## src/rtl/bnn_pkg.sv

```systemverilog
// Shared definitions for the MNIST BNN pipeline: top FSM state codes, image size and loader FSM states.
// LOADER_CHECKSUM_EN adds the loader CHECK state.
package bnn_pkg;

    localparam logic [2:0] ST_IDLE = 3'd0;
    localparam logic [2:0] ST_LOAD = 3'd1;
    localparam logic [2:0] ST_L1   = 3'd2;
    localparam logic [2:0] ST_L2   = 3'd3;
    localparam logic [2:0] ST_L3   = 3'd4;
    localparam logic [2:0] ST_DONE = 3'd5;

    localparam int NUM_PIXELS = 784;
    localparam int BYTE_W     = 8;

`ifdef LOADER_CHECKSUM_EN
    typedef enum logic [1:0] {
        LD_IDLE  = 2'd0,
        LD_FILL  = 2'd1,
        LD_FULL  = 2'd2,
        LD_CHECK = 2'd3
    } loader_state_e;
`else
    typedef enum logic [1:0] {
        LD_IDLE = 2'd0,
        LD_FILL = 2'd1,
        LD_FULL = 2'd2
    } loader_state_e;
`endif

endpackage

```

## src/rtl/bnn_pixel_loader.sv

```systemverilog
// Packs byte-wide binarized pixel beats into the 784-bit image for layer one.
// Optional LOADER_CHECKSUM_EN: trailing XOR checksum beat validates each frame.
module bnn_pixel_loader #(
    parameter int NUM_PIXELS = 784,
    parameter int BYTE_W     = 8
) (
    input  logic                  clk,
    input  logic                  reset,
    input  logic [2:0]            state,
    input  logic [BYTE_W-1:0]     byte_in,
    input  logic                  byte_valid,
    input  logic                  frame_start,
    output logic [NUM_PIXELS-1:0] pixels,
    output logic                  load_done,
    output logic [6:0]            byte_count,
    output logic                  overrun_err
`ifdef LOADER_CHECKSUM_EN
    ,
    output logic                  checksum_err
`endif
);
    import bnn_pkg::*;

    localparam int         NUM_BYTES = NUM_PIXELS / BYTE_W;
    localparam int         PIX_IDX_W = $clog2(NUM_PIXELS);
    localparam logic [6:0] LAST_BEAT = 7'(NUM_BYTES - 1);

    loader_state_e          ld_q, ld_d;
    logic [NUM_PIXELS-1:0]  pixels_q, pixels_d;
    logic [6:0]             cnt_q, cnt_d;
    logic                   done_q, done_d;
    logic                   ovr_q, ovr_d;
    logic [PIX_IDX_W-1:0]   wr_base_s;
`ifdef LOADER_CHECKSUM_EN
    logic [BYTE_W-1:0]      csum_q, csum_d;
    logic                   cerr_q, cerr_d;
`endif

    // State, image, counter and flag registers
    always_ff @(posedge clk or posedge reset) begin
        if (reset) begin
            ld_q     <= LD_IDLE;
            pixels_q <= '0;
            cnt_q    <= 7'd0;
            done_q   <= 1'b0;
            ovr_q    <= 1'b0;
`ifdef LOADER_CHECKSUM_EN
            csum_q   <= '0;
            cerr_q   <= 1'b0;
`endif
        end else begin
            ld_q     <= ld_d;
            pixels_q <= pixels_d;
            cnt_q    <= cnt_d;
            done_q   <= done_d;
            ovr_q    <= ovr_d;
`ifdef LOADER_CHECKSUM_EN
            csum_q   <= csum_d;
            cerr_q   <= cerr_d;
`endif
        end
    end

    // Loader next-state: leaving LOAD beats frame_start, which beats the overrun check
    always_comb begin
        ld_d      = ld_q;
        pixels_d  = pixels_q;
        cnt_d     = cnt_q;
        done_d    = done_q;
        ovr_d     = ovr_q;
`ifdef LOADER_CHECKSUM_EN
        csum_d    = csum_q;
        cerr_d    = cerr_q;
`endif
        wr_base_s = PIX_IDX_W'(cnt_q) * PIX_IDX_W'(BYTE_W);

        case (ld_q)
            LD_IDLE: begin
                cnt_d  = 7'd0;
                done_d = 1'b0;
                if (state == ST_LOAD) begin
                    ld_d = LD_FILL;
                end else begin
                    ld_d = LD_IDLE;
                end
            end
`ifdef LOADER_CHECKSUM_EN
            LD_FILL, LD_FULL, LD_CHECK: begin
`else
            LD_FILL, LD_FULL: begin
`endif
                if (state != ST_LOAD) begin
                    ld_d   = LD_IDLE;
                    done_d = 1'b0;
                    cnt_d  = 7'd0;
                end else if (byte_valid && frame_start) begin
                    // Resync: old bits above beat 0 stay until overwritten
                    pixels_d[BYTE_W-1:0] = byte_in;
                    cnt_d  = 7'd1;
                    done_d = 1'b0;
                    ovr_d  = 1'b0;
                    ld_d   = LD_FILL;
`ifdef LOADER_CHECKSUM_EN
                    csum_d = byte_in;
                    cerr_d = 1'b0;
`endif
                end else if (byte_valid) begin
                    case (ld_q)
                        LD_FILL: begin
                            pixels_d[wr_base_s +: BYTE_W] = byte_in;
                            cnt_d = cnt_q + 7'd1;
`ifdef LOADER_CHECKSUM_EN
                            csum_d = csum_q ^ byte_in;
                            if (cnt_q == LAST_BEAT) begin
                                ld_d = LD_CHECK;
                            end else begin
                                ld_d = LD_FILL;
                            end
`else
                            if (cnt_q == LAST_BEAT) begin
                                ld_d   = LD_FULL;
                                done_d = 1'b1;
                            end else begin
                                ld_d = LD_FILL;
                            end
`endif
                        end
                        LD_FULL: begin
                            ovr_d = 1'b1;
                        end
`ifdef LOADER_CHECKSUM_EN
                        LD_CHECK: begin
                            if (byte_in == csum_q) begin
                                ld_d   = LD_FULL;
                                done_d = 1'b1;
                            end else begin
                                // Bad checksum: wait for the whole frame again
                                ld_d   = LD_FILL;
                                cerr_d = 1'b1;
                                cnt_d  = 7'd0;
                                csum_d = '0;
                            end
                        end
`endif
                        default: begin
                            ld_d = LD_IDLE;
                        end
                    endcase
                end else begin
                    ld_d = ld_q;
                end
            end
            default: begin
                ld_d   = LD_IDLE;
                cnt_d  = 7'd0;
                done_d = 1'b0;
            end
        endcase
    end

    assign pixels      = pixels_q;
    assign load_done   = done_q;
    assign byte_count  = cnt_q;
    assign overrun_err = ovr_q;
`ifdef LOADER_CHECKSUM_EN
    assign checksum_err = cerr_q;
`endif

endmodule

```

## config.mk

```make
export PLATFORM = sky130hd
export DESIGN_NAME = bnn_pixel_loader
export DESIGN_NICKNAME = d
export VERILOG_FILES = /design/src/rtl/bnn_pkg.sv /design/src/rtl/bnn_pixel_loader.sv
export SDC_FILE = /design/constraint.sdc
export NUM_CORES = 2
export LEC_CHECK = 0
export CAP_MARGIN = 20
export CORE_AREA = 2 2 315 317
export CTS_BUF_LIST = sky130_fd_sc_hd__clkbuf_2
export CTS_CLUSTER_SIZE = 30
export DETAILED_ROUTE_END_ITERATION = 8
export DIE_AREA = 0 0 317 319
export SLEW_MARGIN = 20
export SYNTH_ARGS = -nofsm -noshare
export SYNTH_HDL_FRONTEND = slang
export SYNTH_SLANG_ARGS = --single-unit
```

## constraint.sdc

```tcl
create_clock -name clk -period 33.9 [get_ports clk]
set_clock_uncertainty 0.1 [all_clocks]
set_input_delay 3.39 -clock clk [delete_from_list [all_inputs] [get_ports clk]]
set_output_delay 3.39 -clock clk [all_outputs]
set_load 0.02 [all_outputs]
```

# Yosys cells after proc, flatten, opt, wreduce, memory -nomap -nowiden
# Index checks and enable logic that the tools add are counted.
[word_totals] ff_bits=795 latch_bits=0 ramBits=0 rom_bits=0 input_bits=15 output_inout_bits=793 memories=0
[classes] n_addsub=2 multipliers=0 div=0 magnitude_cmp=0 n_eq_ne=9 shift=2 muxes=25 bitwise=2 reduce_logical=12
[op_table] cell="$bwmux W784" n=1
[op_table] cell="$shift A8 B12 Y784 const A" n=1
[op_table] cell="$shiftx A8 B12 Y784" n=1
[op_table] cell="$mux W7" n=5
[op_table] cell="$mux W8" n=3
[op_table] cell="$ne A4 B4 Y1 const B" n=4
[op_table] cell="$neg A10 Y12" n=1
[op_table] cell="$mux W1" n=10
[op_table] cell="$mux W2" n=4
[op_table] cell="$pmux W2 S2" n=2
[op_table] cell="$reduce_and A4 Y1" n=2
[op_table] cell="$add A7 B1 Y7 const B" n=1
[op_table] cell="$eq A7 B7 Y1 const B" n=1
[op_table] cell="$reduce_bool A2 Y1" n=3
[op_table] cell="$reduce_and A5 Y1" n=1
[op_table] cell="$reduce_and A2 Y1" n=2
[op_table] cell="$eq A3 B1 Y1 const B" n=1
[op_table] cell="$ne A3 B1 Y1 const B" n=1
[op_table] cell="$reduce_and A3 Y1" n=1
[op_table] cell="$eq A2 B1 Y1 const B" n=1
[op_table] cell="$eq A2 B2 Y1 const B" n=1
[op_table] cell="$logic_not A2 Y1" n=1
[op_table] cell="$not A1 Y1" n=2
[op_table] cell="$reduce_or A2 Y1" n=1
[op_table] cell="$logic_and A1 B1 Y1" n=1

# Longest topological paths before layout
[logic_depth] depth_word=7 depth_mapped=12 depth_no_buf=7

# Least setup slack after synthesis
# Ideal clock, no wire load.
[synth_timing] path_kind="input -> register" from="in state[1]" to="reg pixels_q[10] (netlist: pixels[10])" t_arrival_ns=5.464 slack_ns=28.211 path_stages=7 n_path_buf=2 path_cell_list="or3b_1 -> a211oi_1 -> buf_4 -> nand2_1 -> buf_4 -> nor3_2 -> mux2_2"
[synth_between] elab_chain_len=3
[synth_rtl] element="start, declared" line_no="bnn_pixel_loader.sv:9" text="input logic [2:0] state,"
[synth_rtl] element="$ne A3 B1 Y1" line_no="bnn_pixel_loader.sv:92" text="if (state != ST_LOAD) begin"
[synth_rtl] element="$not A1 Y1 (no line)"
[synth_rtl] element="$reduce_and A5 Y1 (no line)"
[synth_rtl] element="end signal, assigned" line_no="bnn_pixel_loader.sv:53" text="pixels_q <= pixels_d;"
[synth_rtl] element="end, declared" line_no="bnn_pixel_loader.sv:29" text="logic [NUM_PIXELS-1:0] pixels_q, pixels_d;"
# No other way between the ends.
# A chain may end at the register's enable or synchronous reset.

# Worst setup path after layout
[layout_timing] from="reg cnt_q[5] (netlist: byte_count[5])" to="out byte_count[5]"
[layout_lines] element="start, declared" line_no="bnn_pixel_loader.sv:30" text="logic [6:0] cnt_q, cnt_d;"
[layout_lines] element="start signal, assigned" line_no="bnn_pixel_loader.sv:54" text="cnt_q <= cnt_d;"
[layout_lines] element="end, declared" line_no="bnn_pixel_loader.sv:15" text="output logic [6:0] byte_count,"
# No word-level cell between the ends.

==> reports/summary.txt <==
static leakage = 20.5 nW
Seq/Total Area, Yosys = 0.607
Post-Synthesis Cell Area = 0.0328 mm²
setup bufs post-CTS = 0
Synthesis Warnings = 0
Bufs on Longest Clock Path = 3
CP startpoint kind = register
largest net degree at the start of global routing = 133
top_reg_cell synth = dfrtp_1
initial antenna violation count = 11
EDFF count, synth = 0
Worst VDD drop = 0.0287 mV
CP Data Required Time = 30.41 ns
Hold Crit Depth = 1
CTS root buffer = clkbuf_2
vias in the first global route = 25169
boundary pin count = 808
cell family with most CP delay = buffers and inverters
post-synth top area cell = dfrtp_1
Final Hold Fails = 0
Final WS setup = 27.16 ns
Overflow after GRT = 0
first-pass GRT wire length = 187000 µm
DRT iter0 DRCs = 1640
critical path class = reg2out
Largest stage delay, worst path = 0.86 ns
Cell Rows = 115
HP Start = pixels[268]
FILL cells = 9187
area grow syn2layout = 34.7%
top post-synthesis cells by count = dfrtp_1, mux2_2, o21ai_0, nor2_1, clkbuf_1
crit path capture type = primary output
Synth async-reset ratio = 1.00
Critical R2R Capture = pixels[437]
Pwr Density = 37.6 mW/mm²
endpoints failing setup = 0
CTS Sinks = 795
status = finished, final reports clean
final wirelength = 132000 µm
core footprint = 0.0977 mm²
FF-to-FF Start = byte_count[1]
full die area = 0.101 mm²
Distinct cells, synth = 78
crit share post-route = 0.199
hold_ws = 0.398 ns
Crit path arrival time = 3.25 ns
final setup TNS = 0 ns
# nets final = 3364
syn_nets = 2449
Die Span X = 317 µm
Worst path slowest cell = clkdlybuf4s50_1
Place WS = 26.28 ns
Syn Inst Count = 2424
Synth area leaders = dfrtp_1, mux2_2, o21ai_0, nor2_1, o31ai_1
post-DR vias/cell = 5.14
Initial Utilization = 0.335
critical path peak fanout = 18
Rel. slew slack = 0.193
count leader, synth = dfrtp_1
CTS tree = built
Synth top area share = 0.607
DRC violations left = 0
Routed WL per cell = 27.5 µm
GRT Total Usage = 0.258
Num CTS Buffers = 208
worst-path cell chain = clkdlybuf4s50_1
Worst-Skew Late Latency = 1.57 ns
maxcap violations = 0
worst slew pin tran = 1.21 ns
Vert. Die Dim = 319 µm
Port-buffer cells = 807
Final Max Tran Viols = 0
R2R Setup Slk = 28.55 ns
GPL Wtd Cong = 0.822
Final Util = 0.452
Clock Pin Slew Worst Setup and Hold Paths = 0.13 ns
CTS resizes = 0
via count = 24606
Synth Register Bits = 795
Detail Route Antenna Nets = 0
Total Power = 1.66 mW
type of the worst min-delay path = reg2reg
# H-tree levels = 4
worst reg-to-reg path cell count = 7
hold path endpoint = pixels[268]
min cycle time layout = 6.74 ns
first drt pass iteration count = 6
critical path buffer and inverter count = 1
RSZ-0062 raised after global routing = no
Syn Area/Cell = 13.5 µm²
Hold-fix buffers, CTS = 0
fmax = 148 MHz
fraction of layout instances using a drive strength above 1 = 0.322
DPL Wire Length = 95300 µm
==> final cells by class <==
cell class,instances,area [µm²],share of cell area
tap,1287,1610,0.0365
clock buffer,318,1590,0.0361
sequential,795,19900,0.451
timing repair buffer,854,8400,0.190
multi-input combinational,1465,12300,0.279
antenna,15,37.5,0.000851
inverter,15,63.8,0.00145
clock inverter,39,210,0.00476
==> logic make-up after synthesis <==
kind of cell | count (synthesis) | share of synthesized area
adders and majority gates | 10 | 0.00382
xor gates and xnor gates | 11 | 0.00317
buffers and inverters | 164 | 0.0217
muxes | 647 | 0.223
and+or+nand+nor | 462 | 0.0778
AOI/OAI and AO/OA | 335 | 0.0634
DFF | 795 | 0.607
==> layout by cell type (no fill, tap or decap), drive strengths merged, types with 11 or more instances in the layout <==
master         instances
o41ai                 16
nand4                 11
or3                   28
o21ai                222
nor2                 193
clkinv                32
nand2b                13
buf                   55
nand3                 39
and3                  13
dfrtp                795
clkbuf               318
clkdlybuf4s50        799
o31ai                 56
nand2                 78
inv                   20
diode                 15
mux2                 639
nor3                  41
==> state kept, by name (all words and copies together) (netlist names) <==
register     flops
load_done        1
ld_q             2
overrun_err      1
byte_count       7
pixels         784
==> worst max-delay path by stage <==
stage | cells after the start | slack, ns | from | endpoint
finish | 1 | 27.16 | byte_count[5] | byte_count[5]
global route | 1 | 26.87 | byte_count[1] | byte_count[1]
CTS | 1 | 26.99 | byte_count[1] | byte_count[1]
detailed placement | 5 | 26.28 | reset | pixels[583]
global placement | 5 | 26.25 | reset | pixels[583]
floorplan | 1 | 8.09 | reset | byte_count[0]
==> metal layers <==
metal / wire length [µm] / share of wire / track usage
met2: 65000 / 0.49 / 0.428
met3: 10200 / 0.077 / 0.0825
met4: 3810 / 0.029 / 0.0845
met1: 52800 / 0.40 / 0.316
met5: 39 / 0.00030 / 0
==> report_power, final <==
| group | switching (mW) | internal, mW |
|---|---|---|
| Sequential | 0.000482 | 0.948 |
| Clock | 0.413 | 0.256 |
| Combinational | 0.0345 | 0.00578 |
==> per-stage QoR <==
| step | instance area, µm² | cells |
|---|---|---|
| global route | 44100 | 4786 |
| detailed placement | 42300 | 4416 |
| finish | 44100 | 4788 |
| floorplan | 32800 | 2424 |
| CTS | 44100 | 4773 |
| global placement | 42300 | 4415 |
No activity file was read; power rests on OpenSTA's default activity.
